`config.mk`:
```
export PLATFORM = sky130hd
export DESIGN_NAME = forward_hazard_unit
export DESIGN_NICKNAME = d
export VERILOG_FILES = /design/src/rtl/pipeline_defs.sv /design/src/rtl/fwd_select.sv /design/src/rtl/forward_hazard_unit.sv
export SDC_FILE = /design/constraint.sdc
export NUM_CORES = 1
export LEC_CHECK = 0
export CORE_AREA = 2 2 76 78
export DETAILED_ROUTE_END_ITERATION = 7
export DIE_AREA = 0 0 78 80
export PLACE_DENSITY = 0.78
export SLEW_MARGIN = 15
export SYNTH_ARGS = -nofsm -noshare
export SYNTH_HDL_FRONTEND = slang
export SYNTH_SLANG_ARGS = --single-unit
```
`constraint.sdc`:
```
create_clock -name Clk -period 2.24 [get_ports Clk]
set_clock_uncertainty 0.1 [all_clocks]
set_input_delay 0.336 -clock Clk [delete_from_list [all_inputs] [get_ports Clk]]
set_output_delay 0.336 -clock Clk [all_outputs]
set_load 0.01 [all_outputs]
```
`src/rtl/pipeline_defs.sv`:
```
// Shared definitions for the EX-stage forwarding/hazard control slice.
// Provides the operand-mux select encoding, the hazard FSM state encoding
// and default widths used by forward_hazard_unit and fwd_select.
package pipeline_defs;

  // Operand-mux select encoding; 2'd3 is never produced.
  localparam logic [1:0] FWD_RF    = 2'd0;  // register-file value
  localparam logic [1:0] FWD_MEMWB = 2'd1;  // MEM/WB writeback data
  localparam logic [1:0] FWD_EXMEM = 2'd2;  // EX/MEM ALU result

  localparam int REG_ADDR_W_DFLT = 5;
  localparam int CNT_W_DFLT      = 32;

  // Stage record field widths beyond the destination address.
  localparam int REC_FLAG_W = 2;  // {regwrite, memread}

  typedef enum logic {
    RUN   = 1'b0,
    STALL = 1'b1
  } hz_state_e;

endpackage

```
`src/rtl/fwd_select.sv`:
```
// Priority comparator producing one operand-mux select.
// Ports:
//   src_i          source register read by the ID instruction
//   ex_dest_i      destination held in the EX shadow record
//   ex_regwrite_i  EX record writes the register file
//   mem_dest_i     destination held in the MEM shadow record
//   mem_regwrite_i MEM record writes the register file
//   kill_i         a bubble is entering EX; force the register-file select
//   sel_o          next select value (FWD_RF / FWD_MEMWB / FWD_EXMEM)
module fwd_select
  import pipeline_defs::*;
#(
  parameter int REG_ADDR_W = REG_ADDR_W_DFLT
) (
  input  logic [REG_ADDR_W-1:0] src_i,
  input  logic [REG_ADDR_W-1:0] ex_dest_i,
  input  logic                  ex_regwrite_i,
  input  logic [REG_ADDR_W-1:0] mem_dest_i,
  input  logic                  mem_regwrite_i,
  input  logic                  kill_i,
  output logic [1:0]            sel_o
);

  logic ex_hit;
  logic mem_hit;

  // $0 is hard-wired, so a "write" to it must never be forwarded.
  assign ex_hit  = ex_regwrite_i  && (ex_dest_i  != '0) && (ex_dest_i  == src_i);
  assign mem_hit = mem_regwrite_i && (mem_dest_i != '0) && (mem_dest_i == src_i);

  // The newer producer (the one now in EX) holds the most recent value.
  always_comb begin
    sel_o = FWD_RF;
    if (!kill_i) begin
      if (ex_hit) begin
        sel_o = FWD_EXMEM;
      end else if (mem_hit) begin
        sel_o = FWD_MEMWB;
      end
    end
  end

endmodule

```
`src/rtl/forward_hazard_unit.sv`:
```
// Forwarding and load-use hazard control for the EX-stage operand muxes.
// Keeps shadow destination records for EX, MEM and WB, registers the
// operand-A/B forwarding selects one cycle ahead of EX, and stalls PC and
// IF/ID for one cycle on a load-use dependency while counting stall cycles.
// Ports:
//   Clk, Reset          pipeline clock, synchronous active-low reset
//   hold                global freeze: all internal state holds
//   id_rs/id_rt         source registers of the ID instruction
//   id_use_rs/id_use_rt ID instruction actually reads rs / rt
//   id_dest             destination of the ID instruction
//   id_regwrite         ID instruction writes the register file
//   id_memread          ID instruction is a load
//   id_flush            ID instruction is squashed by a taken branch
//   fwd_a_sel/fwd_b_sel registered operand-mux selects
//   pc_write/ifid_write front-end write enables (low during a stall)
//   idex_bubble         ID/EX loads a NOP
//   stall_count         saturating count of load-use stall cycles
module forward_hazard_unit
  import pipeline_defs::*;
#(
  parameter int REG_ADDR_W = REG_ADDR_W_DFLT,
  parameter int CNT_W      = CNT_W_DFLT
) (
  input  logic                  Clk,
  input  logic                  Reset,
  input  logic                  hold,
  input  logic [REG_ADDR_W-1:0] id_rs,
  input  logic [REG_ADDR_W-1:0] id_rt,
  input  logic                  id_use_rs,
  input  logic                  id_use_rt,
  input  logic [REG_ADDR_W-1:0] id_dest,
  input  logic                  id_regwrite,
  input  logic                  id_memread,
  input  logic                  id_flush,
  output logic [1:0]            fwd_a_sel,
  output logic [1:0]            fwd_b_sel,
  output logic                  pc_write,
  output logic                  ifid_write,
  output logic                  idex_bubble,
  output logic [CNT_W-1:0]      stall_count
);

  typedef struct packed {
    logic [REG_ADDR_W-1:0] dest;
    logic                  regwrite;
    logic                  memread;
  } stage_rec_t;

  localparam stage_rec_t BUBBLE = '0;

  stage_rec_t ex_q, mem_q, wb_q;
  stage_rec_t ex_d;
  hz_state_e  state_q, state_d;
  logic [1:0] sel_a_q, sel_b_q, sel_a_d, sel_b_d;
  logic [CNT_W-1:0] cnt_q;

  logic load_use;
  logic kill;

  // wb_q is kept for completeness of the shadow pipeline; forwarding from
  // WB to ID is handled by the register file's write-then-read timing.
  logic unused_wb;
  assign unused_wb = ^wb_q;

  assign load_use = ex_q.memread && (ex_q.dest != '0) &&
                    ((id_use_rs && (id_rs == ex_q.dest)) ||
                     (id_use_rt && (id_rt == ex_q.dest))) &&
                    !id_flush;

  assign kill = load_use || id_flush;

  assign pc_write    = !load_use;
  assign ifid_write  = !load_use;
  assign idex_bubble = kill;

  assign ex_d = kill ? BUBBLE : '{dest: id_dest, regwrite: id_regwrite, memread: id_memread};

  fwd_select #(.REG_ADDR_W(REG_ADDR_W)) u_sel_a (
    .src_i          (id_rs),
    .ex_dest_i      (ex_q.dest),
    .ex_regwrite_i  (ex_q.regwrite),
    .mem_dest_i     (mem_q.dest),
    .mem_regwrite_i (mem_q.regwrite),
    .kill_i         (kill),
    .sel_o          (sel_a_d)
  );

  fwd_select #(.REG_ADDR_W(REG_ADDR_W)) u_sel_b (
    .src_i          (id_rt),
    .ex_dest_i      (ex_q.dest),
    .ex_regwrite_i  (ex_q.regwrite),
    .mem_dest_i     (mem_q.dest),
    .mem_regwrite_i (mem_q.regwrite),
    .kill_i         (kill),
    .sel_o          (sel_b_d)
  );

  // The bubble injected on entry to STALL clears the load out of EX, so
  // load_use drops by itself; the FSM still guarantees a single stall cycle.
  always_comb begin
    state_d = state_q;
    unique case (state_q)
      RUN:     if (load_use && !hold) state_d = STALL;
      STALL:   if (!hold)             state_d = RUN;
      default:                        state_d = RUN;
    endcase
  end

  always_ff @(posedge Clk) begin
    if (!Reset) begin
      ex_q    <= BUBBLE;
      mem_q   <= BUBBLE;
      wb_q    <= BUBBLE;
      state_q <= RUN;
      sel_a_q <= FWD_RF;
      sel_b_q <= FWD_RF;
      cnt_q   <= '0;
    end else if (!hold) begin
      wb_q    <= mem_q;
      mem_q   <= ex_q;
      ex_q    <= ex_d;
      state_q <= state_d;
      sel_a_q <= sel_a_d;
      sel_b_q <= sel_b_d;
      if (load_use && !(&cnt_q)) begin
        cnt_q <= cnt_q + {{(CNT_W-1){1'b0}}, 1'b1};
      end
    end
  end

  assign fwd_a_sel   = sel_a_q;
  assign fwd_b_sel   = sel_b_q;
  assign stall_count = cnt_q;

endmodule

```
Yosys cells after proc, flatten, opt, wreduce, memory -nomap -nowiden --
Index checks and enable logic that the tools add are counted.
Storage, ports and cells: output and inout bits 39, word-level logic and storage cells 44, input bits 23, flip-flop bits (word level) 49
Cells by class: muxes and demuxes 7, equality and inequality tests 6, bitwise gates (word level) 1, $add $sub $neg 1, reduce and logical (&&, ||, !) cells 21
Operators by type and width (count):
- $add A32 B1 Y32 const B | 1
- $reduce_and A32 Y1 | 1
- $eq A5 B5 Y1 | 6
- $logic_and A1 B1 Y1 | 12
- $reduce_bool A5 Y1 | 2
- $mux W2 | 4
- $mux W7 | 1
- $logic_not A1 Y1 | 3
- $logic_or A1 B1 Y1 | 2
- $mux W1 | 2
- $reduce_and A2 Y1 | 1
- $not A1 Y1 | 1

Logic depth before layout (Yosys ltp) --
depth after elaboration 7, depth in mapped cells 8, depth with buffers taken out 7

By module --
From an unflattened synthesis, not the netlist that was laid out.
Unflattened totals: cell total of the unflattened synthesis 306, area total of the unflattened synthesis 2668.8 sq um
By module, submodules not included:
- forward_hazard_unit | area an instance 2338.5 sq um, sequential area each 980.9 sq um, times used 1, cells an instance 264
- fwd_select | area an instance 165.2 sq um, sequential area each 0.0 sq um, times used 2, cells an instance 21

Worst setup path after synthesis --
OpenSTA, ideal clock, no wires.
kind register to register, start reg cnt_q[0], in the netlist stall_count[0], end reg cnt_q[24], in the netlist stall_count[24], period minus slack after synthesis 2.078 ns, cell stages (with the launch flop) 8, arrival time 1.908 ns, path buffers 0, setup slack 0.162 ns, cells stage by stage dfxtp_1 ha_1 nand2_1 nor4_4 and2_4 nand4_2 or3_1 a21boi_1
On the way: longest elaborated chain between the ends 4, elaborated cells between the ends (all ways) 5
Ends and longest elaborated chain:
- start: declaration | RTL line forward_hazard_unit.sv:55 | logic [CNT_W-1:0] cnt_q;
- start signal: assignment | RTL line forward_hazard_unit.sv:126 | cnt_q <= cnt_q + {{(CNT_W-1){1'b0}}, 1'b1};
- branches (longest 4 deep; another with $add A32 B1 Y32)
Several ways; the timed one is not identified. A chain may end at the register's enable or synchronous reset.

Final worst setup path --
start reg ex_q[3] (netlist bit), end out ifid_write
On the way: longest elaborated chain between the ends 6, elaborated cells between the ends (all ways) 10
Ends and longest elaborated chain:
- start: declaration | RTL line forward_hazard_unit.sv:51 | stage_rec_t ex_q, mem_q, wb_q;
- start signal: assignment | RTL line forward_hazard_unit.sv:111 | ex_q <= BUBBLE;
- start signal: assignment | RTL line forward_hazard_unit.sv:121 | ex_q <= ex_d;
- $eq A5 B5 Y1 (on tied branches) | RTL line forward_hazard_unit.sv:66, forward_hazard_unit.sv:67
- $logic_and A1 B1 Y1 (on tied branches) | RTL line forward_hazard_unit.sv:66, forward_hazard_unit.sv:67
- $logic_or A1 B1 Y1 | RTL line forward_hazard_unit.sv:66 | ((id_use_rs && (id_rs == ex_q.dest)) ||
- $logic_and A1 B1 Y1 * | RTL line forward_hazard_unit.sv:65 | assign load_use = ex_q.memread && (ex_q.dest != '0) &&
- $logic_and A1 B1 Y1 * | RTL line forward_hazard_unit.sv:67 | (id_use_rt && (id_rt == ex_q.dest))) &&
- $logic_not A1 Y1 * | RTL line forward_hazard_unit.sv:73 | assign ifid_write = !load_use;
- end: declaration | RTL line forward_hazard_unit.sv:38 | output logic ifid_write,
Mark *: on every way between the ends. The rest lies on a longest branch, timed or not.

==> results.cfg <==
[placement]
gp_congestion = 0.8657
dp_cells = 457
hpwl_um = 5041
post-place-ws_ps = -483.9
io_buffers = 61

[setup_path]
worstSetupStartpointType = register
endpoint_kind = output port
crit_required_ps = 1800
crit_fanout = 3
critical_path_arrival_ps = 1730
critPathKind = reg2out

[global_route]
antenna_found_initial = 0
grt_pass1_wl_um = 11010
grt_overflow = 0
grt_pass1_vias = 2414
grt_use_total_pct = 21.85
grt_max_degree = 26

[synth]
yosysTopAreaCell = dfxtp_1
syn-instance-count = 290
synth_area_per_cell_um2 = 9.086
ys_ff_latch = 49
yosysWarnings = 0
syn-cell-area_um2 = 2635
yosysTopAreaCellShare_pct = 37.23
synthesis.nets = 314
synthTopCellsByArea = dfxtp_1, xor2_1, nand4_1
seq_area_frac_synth_pct = 37.23
synth.distinct_cells = 43

[floorplanning]
die_h_um = 80
fp.dieW_um = 78
die-area_um2 = 6240
num_io_pins = 62
coreArea_um2 = 5405
start_util_pct = 48.75
rows = 27

[timing]
fmax_mhz = 460.7
hold_viol_final = 0
timing.final.crit_period_ps = 2170
slew_headroom_pct = 69.40
slew_viol_final = 0
fin_hold_ws_ps = 395.7
rsz0062_at_grt = true
setup_ws_ps = 69.54
worstMarginPinSlew_ps = 454.8
post-route-period-util_pct = 96.90
setup_violations = 0

[finish]
num_antenna_cells = 0
mostFrequentLayoutCells = clkdlybuf4s50_1, dfxtp_1, buf_4
fill_cells = 442
drive_gt1_share_pct = 21.41
fin_cells = 469
area_delta_synth_final_pct = 43.59
nets = 422
mostFrequentLayoutCell = clkdlybuf4s50_1

[clock_network]
cts_tree = yes
clkTransAtPathRegs_ps = 90
clockBufferDepth = 2
cts-root-buf = clkbuf_8
clock_sinks = 49
clk_latency_ps = 300
cts_inserted_buffers = 5
holdBufCountCts = 0
h-tree-depth = 2

[route]
dr_total_vias = 2595
detail_route.wl_per_cell_um = 14.75
drt_iter0_markers = 149
drc = 0
routed_wl_um = 6916
vias_per_cell = 5.533
drt-pass1-iter-count = 4
antenna_left = 0

[power]
cellLeakagePower_nw = 1.454
p_total_w = 0.001527
ir_drop_uv = 288.4
p_per_area_nw_per_um2 = 403.5

[outcome]
status = finished clean

[flow_run]
maxCapViolCount = 0

[hold_path]
min_path_type = reg2reg
[timing repair]
action | 4_1_cts | 5_1_grt
resized for setup | 24 | 14
setup endpoints to repair | 15 | 15
pin swaps | 4 | 7
gates cloned | 0 | 1
buffers inserted | 2 | 4
[power breakdown]
part / switching [W] / internal [W] / total (W)
clock: 0.000274 / 0.000206 / 0.000480
sequential: 0.00000907 / 0.000877 / 0.000886
combinational: 0.0000712 / 0.0000898 / 0.000161
total: 0.000354 / 0.00117 / 0.00153
[metrics by stage]
stage               instance area [um2]  util, %  TNS, ps
global placement                   3612    66.83    -9513
CTS                                3690    68.26        0
finish                             3784    70.00        0
detailed placement                 3612    66.83   -11150
global route                       3784    70.00   -76.38
floorplan                          2635        -        0
[cell families (layout without fill, tap and decap cells)]
| kind of cell | count (synthesis) | in the layout | synth area share (%) |
|---|---|---|---|
| adders and majority gates | 1 | 1 | 0.4748 |
| muxes | 9 | 9 | 3.419 |
| buffers and inverters | 13 | 119 | 2.469 |
| DFF | 49 | 49 | 37.23 |
| xor gates and xnor gates | 31 | 31 | 10.30 |
| AOI/OAI and AO/OA | 47 | 47 | 13.11 |
| and+or+nand+nor | 140 | 141 | 33.00 |
[worst max-delay path, cell delays in order (launching register included)]
cell,delay (ps)
dfxtp_4,370
xor2_2,150
nor3_2,210
a32o_2,230
nand3_2,90
or2_4,270
buf_6,120
[Yosys cell counts]
library cell,n
dfxtp_1,49
a21oi_4,1
and4_1,1
o31a_1,1
mux2i_1,9
a21boi_1,7
nor4b_1,2
nand2b_1,6
nor2_1,10
or4_1,6
xor2_1,21
and4_2,4
clkbuf_1,6
nor4_1,7
or3b_4,1
nor3_1,7
xnor2_1,10
buf_6,1
o31ai_1,4
or3_1,10
nor3b_1,1
inv_1,3
nand2_1,21
o211ai_1,1
nand4_1,17
o21a_1,1
and2_4,1
a22o_1,11
and2_2,1
or2_2,2
buf_4,2
o21ai_0,14
a21boi_0,6
nand3_4,2
nor4_4,1
and3_1,6
nand4_2,3
nor2b_1,8
ha_1,1
and2_1,10
a32o_2,1
nand3_1,13
buf_2,1
[worst paths after layout]
kind,start,endpoint,slack (ps),depth (start not counted)
max,ex_q[3],ifid_write,70,6
min,fwd_b_sel[0],fwd_b_sel[0],400,1
max reg2reg,ex_q[3],stall_count[17],130,7
min reg2reg,fwd_b_sel[0],fwd_b_sel[0],400,1
[layer usage]
metal	part of all wire, %	GRT usage [%]
met3	4.4	4.751
met5	0	0
met4	1.6	6.140
met2	48	37.50
met1	46	27.67
[state kept, by name (all words and copies together), names as in the netlist]
name / cells
ex_q: 7
fwd_a_sel: 2
mem_q: 6
fwd_b_sel: 2
stall_count: 32
[layout make-up]
cell class | count | area [um2] | area share (%)
multi-input combinational | 229 | 1652 | 43.65
sequential | 49 | 985.9 | 26.06
timing repair buffer | 110 | 970.9 | 25.66
tap | 72 | 90.09 | 2.381
clock buffer | 5 | 68.82 | 1.819
inverter | 3 | 11.26 | 0.2976
clock inverter | 1 | 5.005 | 0.1323
No activity file was read; power rests on OpenSTA's default activity.
